### config.mk
export PLATFORM = sky130hd
export DESIGN_NAME = dbus_xbar_flat
export DESIGN_NICKNAME = d
export VERILOG_FILES = /design/src/rtl/dbus_xbar_pkg.sv /design/src/rtl/dbus_xbar_if.sv /design/src/rtl/dbus_xbar_decode.sv /design/src/rtl/dbus_xbar.sv /design/src/flat_wrapper.sv
export SDC_FILE = /design/constraint.sdc
export NUM_CORES = 1
export LEC_CHECK = 0
export BUFFER_PORTS_ARGS = -buffer_cell sky130_fd_sc_hd__buf_4
export CORE_AREA = 4 4 189 191
export CTS_CLUSTER_DIAMETER = 200
export CTS_CLUSTER_SIZE = 16
export DETAILED_ROUTE_END_ITERATION = 7
export DIE_AREA = 0 0 193 195
export RECOVER_POWER = 100
export SETUP_SLACK_MARGIN = 0.3
export SLEW_MARGIN = 20
export SYNTH_ARGS = -nofsm -noshare
export SYNTH_HDL_FRONTEND = slang
export SYNTH_HIERARCHICAL = 1
export SYNTH_SLANG_ARGS = --single-unit
export TNS_END_PERCENT = 10
### constraint.sdc
create_clock -name clk -period 8.1 [get_ports clk]
set_input_delay 0.405 -clock clk [delete_from_list [all_inputs] [get_ports clk]]
set_output_delay 0.405 -clock clk [all_outputs]
set_load 0.02 [all_outputs]
### src/rtl/dbus_xbar_pkg.sv
// Shared constants and types for the CPU data-bus crossbar.
// Default memory map, rsel encoding and the offset-mask helper.
package dbus_pkg;

    localparam int DATA_W = 32;
    localparam int ADDR_W = 32;

    localparam logic [31:0] IRAM_BASE    = 32'h0000_0000;
    localparam logic [31:0] DRAM_BASE    = 32'h0100_0000;
    localparam logic [31:0] UART_BASE    = 32'h0200_0000;
    localparam logic [31:0] SEG_BASE     = 32'h0300_0000;
    localparam logic [31:0] SEC_CLK_BASE = 32'h0400_0000;
    localparam logic [31:0] BUTTON_BASE  = 32'h0500_0000;

    localparam logic [7:0] IRAM_AW    = 8'd14;
    localparam logic [7:0] DRAM_AW    = 8'd14;
    localparam logic [7:0] UART_AW    = 8'd8;
    localparam logic [7:0] SEG_AW     = 8'd4;
    localparam logic [7:0] SEC_CLK_AW = 8'd4;
    localparam logic [7:0] BUTTON_AW  = 8'd4;

    localparam logic [6*32-1:0] DEFAULT_BASEADDRS = {
        BUTTON_BASE, SEC_CLK_BASE, SEG_BASE,
        UART_BASE, DRAM_BASE, IRAM_BASE
    };

    localparam logic [6*8-1:0] DEFAULT_SLAVE_AW = {
        BUTTON_AW, SEC_CLK_AW, SEG_AW,
        UART_AW, DRAM_AW, IRAM_AW
    };

    localparam logic [DATA_W-1:0] DEFAULT_ERR_DATA = 32'hDEAD_BEEF;

    typedef enum logic [1:0] {
        RSEL_NONE = 2'd0,
        RSEL_HIT  = 2'd1,
        RSEL_MISS = 2'd2
    } rsel_st_e;

    typedef struct packed {
        rsel_st_e   st;
        logic [3:0] idx;
    } rsel_t;

    function automatic logic [ADDR_W-1:0] aw_mask(input logic [7:0] aw);
        if (aw >= 8'd32) return '1;
        return (ADDR_W'(1) << aw) - ADDR_W'(1);
    endfunction

endpackage

### src/rtl/dbus_xbar_if.sv
// CPU-side and slave-side signals of the data-bus crossbar.
// slave = the crossbar's view, master = the surrounding system.
interface dbus_xbar_if #(
    parameter int NSLAVE = 6
);
    logic                 m_wr;
    logic [31:0]          m_waddr;
    logic [31:0]          m_wdata;
    logic [3:0]           m_wstrb;
    logic                 m_rd;
    logic [31:0]          m_raddr;
    logic [31:0]          m_rdata;
    logic                 m_rerr;
    logic [NSLAVE-1:0]    s_wr;
    logic [31:0]          s_waddr;
    logic [31:0]          s_wdata;
    logic [3:0]           s_wstrb;
    logic [NSLAVE-1:0]    s_rd;
    logic [31:0]          s_raddr;
    logic [NSLAVE*32-1:0] s_rdata;

    modport slave (
        input  m_wr, m_waddr, m_wdata, m_wstrb,
        input  m_rd, m_raddr, s_rdata,
        output m_rdata, m_rerr,
        output s_wr, s_waddr, s_wdata, s_wstrb,
        output s_rd, s_raddr
    );

    modport master (
        output m_wr, m_waddr, m_wdata, m_wstrb,
        output m_rd, m_raddr, s_rdata,
        input  m_rdata, m_rerr,
        input  s_wr, s_waddr, s_wdata, s_wstrb,
        input  s_rd, s_raddr
    );
endinterface

### src/rtl/dbus_xbar_decode.sv
// Combinational address decoder: one-hot hit vector (lowest index
// wins), hit flag and the offset masked to the winner's width.
module dbus_decode import dbus_pkg::*; #(
    parameter int                   NSLAVE         = 6,
    parameter int                   BASEADDR_WIDTH = 8,
    parameter logic [NSLAVE*32-1:0] BASEADDRS      = DEFAULT_BASEADDRS,
    parameter logic [NSLAVE*8-1:0]  SLAVE_AW       = DEFAULT_SLAVE_AW,
    parameter bit                   STRICT         = 1'b1
) (
    input  logic [ADDR_W-1:0] addr,
    output logic [NSLAVE-1:0] hit_vec,
    output logic              hit,
    output logic [ADDR_W-1:0] offset
);

    localparam logic [ADDR_W-1:0] TOP_MASK =
        ~({ADDR_W{1'b1}} >> BASEADDR_WIDTH);

    logic [ADDR_W-1:0] base_i;
    logic [ADDR_W-1:0] mask_i;
    logic              raw;

    always_comb begin
        hit_vec = '0;
        hit     = 1'b0;
        offset  = '0;
        base_i  = '0;
        mask_i  = '0;
        raw     = 1'b0;
        for (int i = 0; i < NSLAVE; i++) begin
            base_i = BASEADDRS[32*i +: 32];
            mask_i = aw_mask(SLAVE_AW[8*i +: 8]);
            raw    = ((addr ^ base_i) & TOP_MASK) == '0;
            // Bits between the offset and the base field must be clear.
            if (STRICT)
                raw = raw && ((addr & ~mask_i & ~TOP_MASK) == '0);
            if (raw && !hit) begin
                hit        = 1'b1;
                hit_vec[i] = 1'b1;
                offset     = addr & mask_i;
            end
        end
    end

endmodule

### src/rtl/dbus_xbar.sv
// CPU data-bus crossbar: decodes read/write onto NSLAVE slaves,
// returns read data through a registered select, logs unmapped hits.
module dbus_xbar import dbus_pkg::*; #(
    parameter int                   NSLAVE         = 6,
    parameter int                   BASEADDR_WIDTH = 8,
    parameter logic [NSLAVE*32-1:0] BASEADDRS      = DEFAULT_BASEADDRS,
    parameter logic [NSLAVE*8-1:0]  SLAVE_AW       = DEFAULT_SLAVE_AW,
    parameter bit                   STRICT         = 1'b1,
    parameter logic [DATA_W-1:0]    ERR_DATA       = DEFAULT_ERR_DATA,
    parameter int                   ERRCNT_W       = 16
) (
    input  logic                clk,
    input  logic                rst,
    dbus_xbar_if.slave          bus,
    input  logic                err_clr,
    output logic                err_valid,
    output logic [ADDR_W-1:0]   err_addr,
    output logic                err_wr,
    output logic [ERRCNT_W-1:0] err_cnt
);

    localparam int CW = ERRCNT_W + 1;

    logic [NSLAVE-1:0] w_vec, r_vec;
    logic              w_hit, r_hit;
    logic [ADDR_W-1:0] w_off, r_off;
    logic [3:0]        r_idx;

    rsel_t rsel_d, rsel_q;

    logic                err_valid_d, err_valid_q;
    logic [ADDR_W-1:0]   err_addr_d, err_addr_q;
    logic                err_wr_d, err_wr_q;
    logic [ERRCNT_W-1:0] err_cnt_d, err_cnt_q;

    logic                werr, rerr;
    logic [ERRCNT_W-1:0] cnt_base;
    logic [CW-1:0]       cnt_sum;
    logic                valid_base;

    dbus_decode #(
        .NSLAVE(NSLAVE), .BASEADDR_WIDTH(BASEADDR_WIDTH),
        .BASEADDRS(BASEADDRS), .SLAVE_AW(SLAVE_AW), .STRICT(STRICT)
    ) u_dec_w (
        .addr(bus.m_waddr), .hit_vec(w_vec), .hit(w_hit), .offset(w_off)
    );

    dbus_decode #(
        .NSLAVE(NSLAVE), .BASEADDR_WIDTH(BASEADDR_WIDTH),
        .BASEADDRS(BASEADDRS), .SLAVE_AW(SLAVE_AW), .STRICT(STRICT)
    ) u_dec_r (
        .addr(bus.m_raddr), .hit_vec(r_vec), .hit(r_hit), .offset(r_off)
    );

    always_comb begin
        r_idx = '0;
        for (int i = 0; i < NSLAVE; i++)
            if (r_vec[i]) r_idx = 4'(i);
    end

    // Issue side: pure decode, gated by reset.
    always_comb begin
        bus.s_wr    = (bus.m_wr && !rst) ? w_vec : '0;
        bus.s_waddr = w_off;
        bus.s_wdata = bus.m_wdata;
        bus.s_wstrb = bus.m_wstrb;
        bus.s_rd    = (bus.m_rd && !rst) ? r_vec : '0;
        bus.s_raddr = r_off;
    end

    always_comb begin
        rsel_d = '{st: RSEL_NONE, idx: 4'd0};
        if (bus.m_rd) begin
            if (r_hit) rsel_d = '{st: RSEL_HIT, idx: r_idx};
            else       rsel_d = '{st: RSEL_MISS, idx: 4'd0};
        end
    end

    always_comb begin
        bus.m_rdata = '0;
        bus.m_rerr  = 1'b0;
        case (rsel_q.st)
            RSEL_HIT:  bus.m_rdata = bus.s_rdata[32*rsel_q.idx +: 32];
            RSEL_MISS: begin
                bus.m_rdata = ERR_DATA;
                bus.m_rerr  = 1'b1;
            end
            default: ;
        endcase
    end

    // Clear is applied first so a same-cycle error lands on a fresh log.
    always_comb begin
        werr       = bus.m_wr && !w_hit && !rst;
        rerr       = bus.m_rd && !r_hit && !rst;
        cnt_base   = err_clr ? '0 : err_cnt_q;
        valid_base = err_clr ? 1'b0 : err_valid_q;
        err_addr_d = err_clr ? '0 : err_addr_q;
        err_wr_d   = err_clr ? 1'b0 : err_wr_q;
        cnt_sum    = {1'b0, cnt_base} + CW'(werr) + CW'(rerr);
        err_cnt_d  = cnt_sum[ERRCNT_W] ? '1 : cnt_sum[ERRCNT_W-1:0];
        if ((werr || rerr) && !valid_base) begin
            err_addr_d = werr ? bus.m_waddr : bus.m_raddr;
            err_wr_d   = werr;
        end
        err_valid_d = valid_base || werr || rerr;
    end

    always_ff @(posedge clk) begin
        if (rst) begin
            rsel_q      <= '{st: RSEL_NONE, idx: 4'd0};
            err_valid_q <= 1'b0;
            err_addr_q  <= '0;
            err_wr_q    <= 1'b0;
            err_cnt_q   <= '0;
        end else begin
            rsel_q      <= rsel_d;
            err_valid_q <= err_valid_d;
            err_addr_q  <= err_addr_d;
            err_wr_q    <= err_wr_d;
            err_cnt_q   <= err_cnt_d;
        end
    end

    assign err_valid = err_valid_q;
    assign err_addr  = err_addr_q;
    assign err_wr    = err_wr_q;
    assign err_cnt   = err_cnt_q;

endmodule

### src/flat_wrapper.sv
// flat-port wrapper written by rule: the top's interface ports become plain ports
module dbus_xbar_flat import dbus_pkg::*;
#(
    parameter int                   NSLAVE         = 6,
    parameter int                   BASEADDR_WIDTH = 8,
    parameter logic [NSLAVE*32-1:0] BASEADDRS      = DEFAULT_BASEADDRS,
    parameter logic [NSLAVE*8-1:0]  SLAVE_AW       = DEFAULT_SLAVE_AW,
    parameter bit                   STRICT         = 1'b1,
    parameter logic [DATA_W-1:0]    ERR_DATA       = DEFAULT_ERR_DATA,
    parameter int                   ERRCNT_W       = 16
)
  (clk, rst, err_clr, err_valid, err_addr, err_wr, err_cnt, bus_m_wr, bus_m_waddr, bus_m_wdata, bus_m_wstrb, bus_m_rd, bus_m_raddr, bus_s_rdata, bus_m_rdata, bus_m_rerr, bus_s_wr, bus_s_waddr, bus_s_wdata, bus_s_wstrb, bus_s_rd, bus_s_raddr);
  dbus_xbar_if #(.NSLAVE(NSLAVE)) bus_i ();
  input  logic clk;
  input  logic rst;
  input  logic err_clr;
  output logic err_valid;
  output logic [ADDR_W-1:0] err_addr;
  output logic err_wr;
  output logic [ERRCNT_W-1:0] err_cnt;
  input wire logic [$bits(bus_i.m_wr)-1:0] bus_m_wr;
  input wire logic [$bits(bus_i.m_waddr)-1:0] bus_m_waddr;
  input wire logic [$bits(bus_i.m_wdata)-1:0] bus_m_wdata;
  input wire logic [$bits(bus_i.m_wstrb)-1:0] bus_m_wstrb;
  input wire logic [$bits(bus_i.m_rd)-1:0] bus_m_rd;
  input wire logic [$bits(bus_i.m_raddr)-1:0] bus_m_raddr;
  input wire logic [$bits(bus_i.s_rdata)-1:0] bus_s_rdata;
  output wire logic [$bits(bus_i.m_rdata)-1:0] bus_m_rdata;
  output wire logic [$bits(bus_i.m_rerr)-1:0] bus_m_rerr;
  output wire logic [$bits(bus_i.s_wr)-1:0] bus_s_wr;
  output wire logic [$bits(bus_i.s_waddr)-1:0] bus_s_waddr;
  output wire logic [$bits(bus_i.s_wdata)-1:0] bus_s_wdata;
  output wire logic [$bits(bus_i.s_wstrb)-1:0] bus_s_wstrb;
  output wire logic [$bits(bus_i.s_rd)-1:0] bus_s_rd;
  output wire logic [$bits(bus_i.s_raddr)-1:0] bus_s_raddr;
  assign bus_i.m_wr = bus_m_wr;
  assign bus_i.m_waddr = bus_m_waddr;
  assign bus_i.m_wdata = bus_m_wdata;
  assign bus_i.m_wstrb = bus_m_wstrb;
  assign bus_i.m_rd = bus_m_rd;
  assign bus_i.m_raddr = bus_m_raddr;
  assign bus_i.s_rdata = bus_s_rdata;
  assign bus_m_rdata = bus_i.m_rdata;
  assign bus_m_rerr = bus_i.m_rerr;
  assign bus_s_wr = bus_i.s_wr;
  assign bus_s_waddr = bus_i.s_waddr;
  assign bus_s_wdata = bus_i.s_wdata;
  assign bus_s_wstrb = bus_i.s_wstrb;
  assign bus_s_rd = bus_i.s_rd;
  assign bus_s_raddr = bus_i.s_raddr;
  dbus_xbar #(.NSLAVE(NSLAVE), .BASEADDR_WIDTH(BASEADDR_WIDTH), .BASEADDRS(BASEADDRS), .SLAVE_AW(SLAVE_AW), .STRICT(STRICT), .ERR_DATA(ERR_DATA), .ERRCNT_W(ERRCNT_W)) u_core (.clk(clk), .rst(rst), .bus(bus_i), .err_clr(err_clr), .err_valid(err_valid), .err_addr(err_addr), .err_wr(err_wr), .err_cnt(err_cnt));
endmodule
==> impl_results.md <==
* Status: finished, violations left
* Failing checks: capacitance limit, slew limit
* # port buffers at 383
* Final WL at 28970 um
* Post-synth ARST share at 0
* CORE AREA at 0.03412 mm^2
* Max Cap Viol at 3
* Top sig layer: met5
* Share of post-route cells with drive strength above 1 at 0.4071
* Yosys top cell by area: dfxtp_1
* Post-route cell area at 0.008162 mm^2
* Wire length on met3 at 3564 um
* TritonRoute pass-1 iters at 5
* Root Buffer: clkbuf_16
* Power per Cell Area at roughly 95 mW/mm^2
* Slew margin rel. at -1.109
* Post-Syn Area per Cell at 8.576 um^2
* Sink Count at 55
* Clk slew on worst S/H paths at around 0.08 ns
* Most frequent cells in the layout: buf_4 (299), clkbuf_1 (89), nand2_1 (76), dfxtp_1 (54), a21oi_1 (41)
* Worst min-delay path class: in -> reg
* Layout fillers at roughly 3800
* TNS Setup at 0 ns
* PostCTS Resize Cnt at 0
* Total global-route track usage at 0.1414
* WL met1 at 10610 um
* Tcrit/Tclk final at 0.6146
* Yosys warns at 6
* Post-layout util at 0.2392
* FF+latch count, synth at 55
* WL per Instance at just over 20 um
* CP endpoint kind: output port
* Crit Path Class: reg -> out
* Share of the synthesized area in the top cell type at 0.2012
* Clk network pwr share at 0.316
* Die Ht at 195 um
* Min Tclk post-route at about 5.0 ns
* Vias per cell at 4.313
* Number of enable flip-flop cells after synthesis at 0
* Routed wl met2 at approximately 14000 um
* FF-to-FF setup slack at about 5.6 ns
* Reg power frac at 0.369
* Leakage power at 3.156 nW
* Antenna violations before repair at 3
* Rows at 68
* Post-synthesis cell type count at 52
* H-tree depth at 2
* Final nets at ~1300
* DRC Markers at 0
* Tot Pwr at 0.7746 mW
* Critical R2R Launch: u_core/err_cnt[0]
* Fin. max-slew vios at between 100 and 150
* Top FF cell, synth: dfxtp_1
* Reg2reg end: u_core/err_cnt[8]
* Global route total overflow at 0
* HPWL Detailed at about 25000 um
* RSZ-0062 raised after global routing: no
* Final clock skew at roughly 0.013 ns
* Internal power at between 0.5 and 0.6 mW
* Most common cell after layout, fill and taps aside: buf_4
* Crit path launch type: register
* Largest net degree at the start of global routing at 55
* Die ar. at 0.03764 mm^2
* Post-synthesis sequential area ratio at 0.2012
* Logic pwr share at 0.315
* Synthesized area at 0.005471 mm^2
* R2R depth at 7
* Setup bufs post-CTS at 0
* Diode count at 0
* Starting DRC count in detailed routing at 228
* First-pass GRT wire length at 39770 um
* Syn Inst Count at 638
* Top Ports at 492
* Worst Setup SP: u_core/rsel_q[0]
* CTS Hold Bufs at 0
* Final Hold Fails at 0
* Worst Setup EP: bus_m_rdata[3]
* Pre-CTS setup slack at 4.121 ns
* Critical Path AT at 4.57 ns
* Synth-to-Final Area Change at 49.17%
* Global placer's final weighted congestion at around 0.9
* Fin worst setup slack at 3.122 ns
* CTS tree: built
* Sw frac at 0.3185
* Starting Density at 0.1604
* # setup viols final at 0
* Antenna-violating nets left at 0
* CTS max path bufs at 2
* Fmax at 200.9 MHz
* Die width at 193 um
* Clk_lat worst skew at approximately 0.32 ns
* Critical Path RT at about 7.7 ns
* Max rail drop VDD at ~81 uV
* Area after DPL at between 0.008 and 0.009 mm^2
* Worst-margin pin slew at 3.164 ns
* Critical-path maximum fanout at 41
* Via Count at just over 6000
* Sw Pwr at between 0.2 and 0.25 mW
* Number of global-route vias before repair at 6035
* Num CTS Buffers at 5
* Synth area leaders: dfxtp_1 (20%), mux4_2 (13%), buf_4 (10%), mux2_2 (8.2%), nand2_1 (5.2%)
## worst max-delay path, stage by stage, from the launching register on
cell,delay [ns]
dfxtp_4,0.61
clkbuf_1,2.26
mux4_2,0.77
nand2_1,0.16
o211ai_1,0.14
clkbuf_1,0.24
## power by group through the flow
stage          registers, mW  clock network, mW  logic (mW)
2_1_floorplan          0.303                  0       0.133
3_3_place_gp           0.293                  0       0.254
3_5_place_dp           0.293                  0       0.257
4_1_cts                0.286              0.256       0.258
5_1_grt                0.287              0.261       0.263
6_report               0.286              0.244       0.244
## per-stage QoR
| step | std cells | hold slack (ns) |
|---|---|---|
| after global placement | 1400 | 0.4668 |
| after CTS | 1408 | 0.4174 |
| after detailed placement | 1400 | 0.4719 |
| final | 1408 | 0.4487 |
| after global routing | 1408 | 0.4551 |
| after floorplan | 672 | 0.5543 |
## layer usage
metal  vias up  GRT usage
met5         -    0.01592
met4         8    0.02911
met3        25    0.05899
met2       326     0.2512
met1      2863     0.1567
li1       2850          -
## area by class of cell
type	instances	area, um^2	share of cell area
Timing Repair Buffer	388	2579	0.3160
Multi-Input combinational cell	485	3689	0.4519
Tap cell	455	569.3	0.06975
Inverter	17	63.81	0.007818
Clock buffer	5	125.1	0.01533
Sequential cell	55	1105	0.1354
Clock inverter	3	31.28	0.003833
## registers in the layout, indices dropped and copies added (netlist names)
| name | count |
|---|---|
| u_core/err_addr | 32 |
| u_core/err_cnt | 16 |
| u_core/rsel_q | 5 |
| u_core/err_valid | 1 |
| u_core/err_wr | 1 |
## Yosys cell counts (4+ instances only)
cell type   n
mux2i_1    24
nor2b_1     8
clkbuf_1   23
dfxtp_1    55
or4_1       4
nand2_1    76
nand3_1    13
mux2_2     40
and2_1     36
nor4_1     15
xnor2_1     4
buf_4      76
a21boi_1    6
buf_2      12
o211ai_1   32
mux4_2     32
nor2_1     23
inv_1      15
nand2b_1    6
nor3_1      5
or3_1       5
o311ai_0    4
nand3b_1   33
a22oi_1     8
a21oi_1    41
## worst min path at each step
stage	start	endpoint	slack, ns	depth (start not counted)
finish	err_clr	u_core/err_cnt[12]	0.45	2
floorplan	u_core/err_addr[10]	u_core/err_addr[10]	0.55	2
detailed placement	u_core/err_addr[2]	u_core/err_addr[2]	0.47	2
CTS	err_clr	u_core/err_cnt[12]	0.42	2
global route	err_clr	u_core/err_cnt[12]	0.46	2
global placement	u_core/err_addr[28]	u_core/err_addr[28]	0.47	2
## logic make-up after synthesis
kind of cell,after synthesis,share of synthesized area
buf+inv,132,0.1482
flops,55,0.2012
xor+xnor,4,0.006402
fa+ha+maj,4,0.01052
mux,96,0.2579
compound gates,109,0.1374
other cells,2,0.001373
simple gates,236,0.2369
Note: power is estimated with default switching activity, not from simulation.
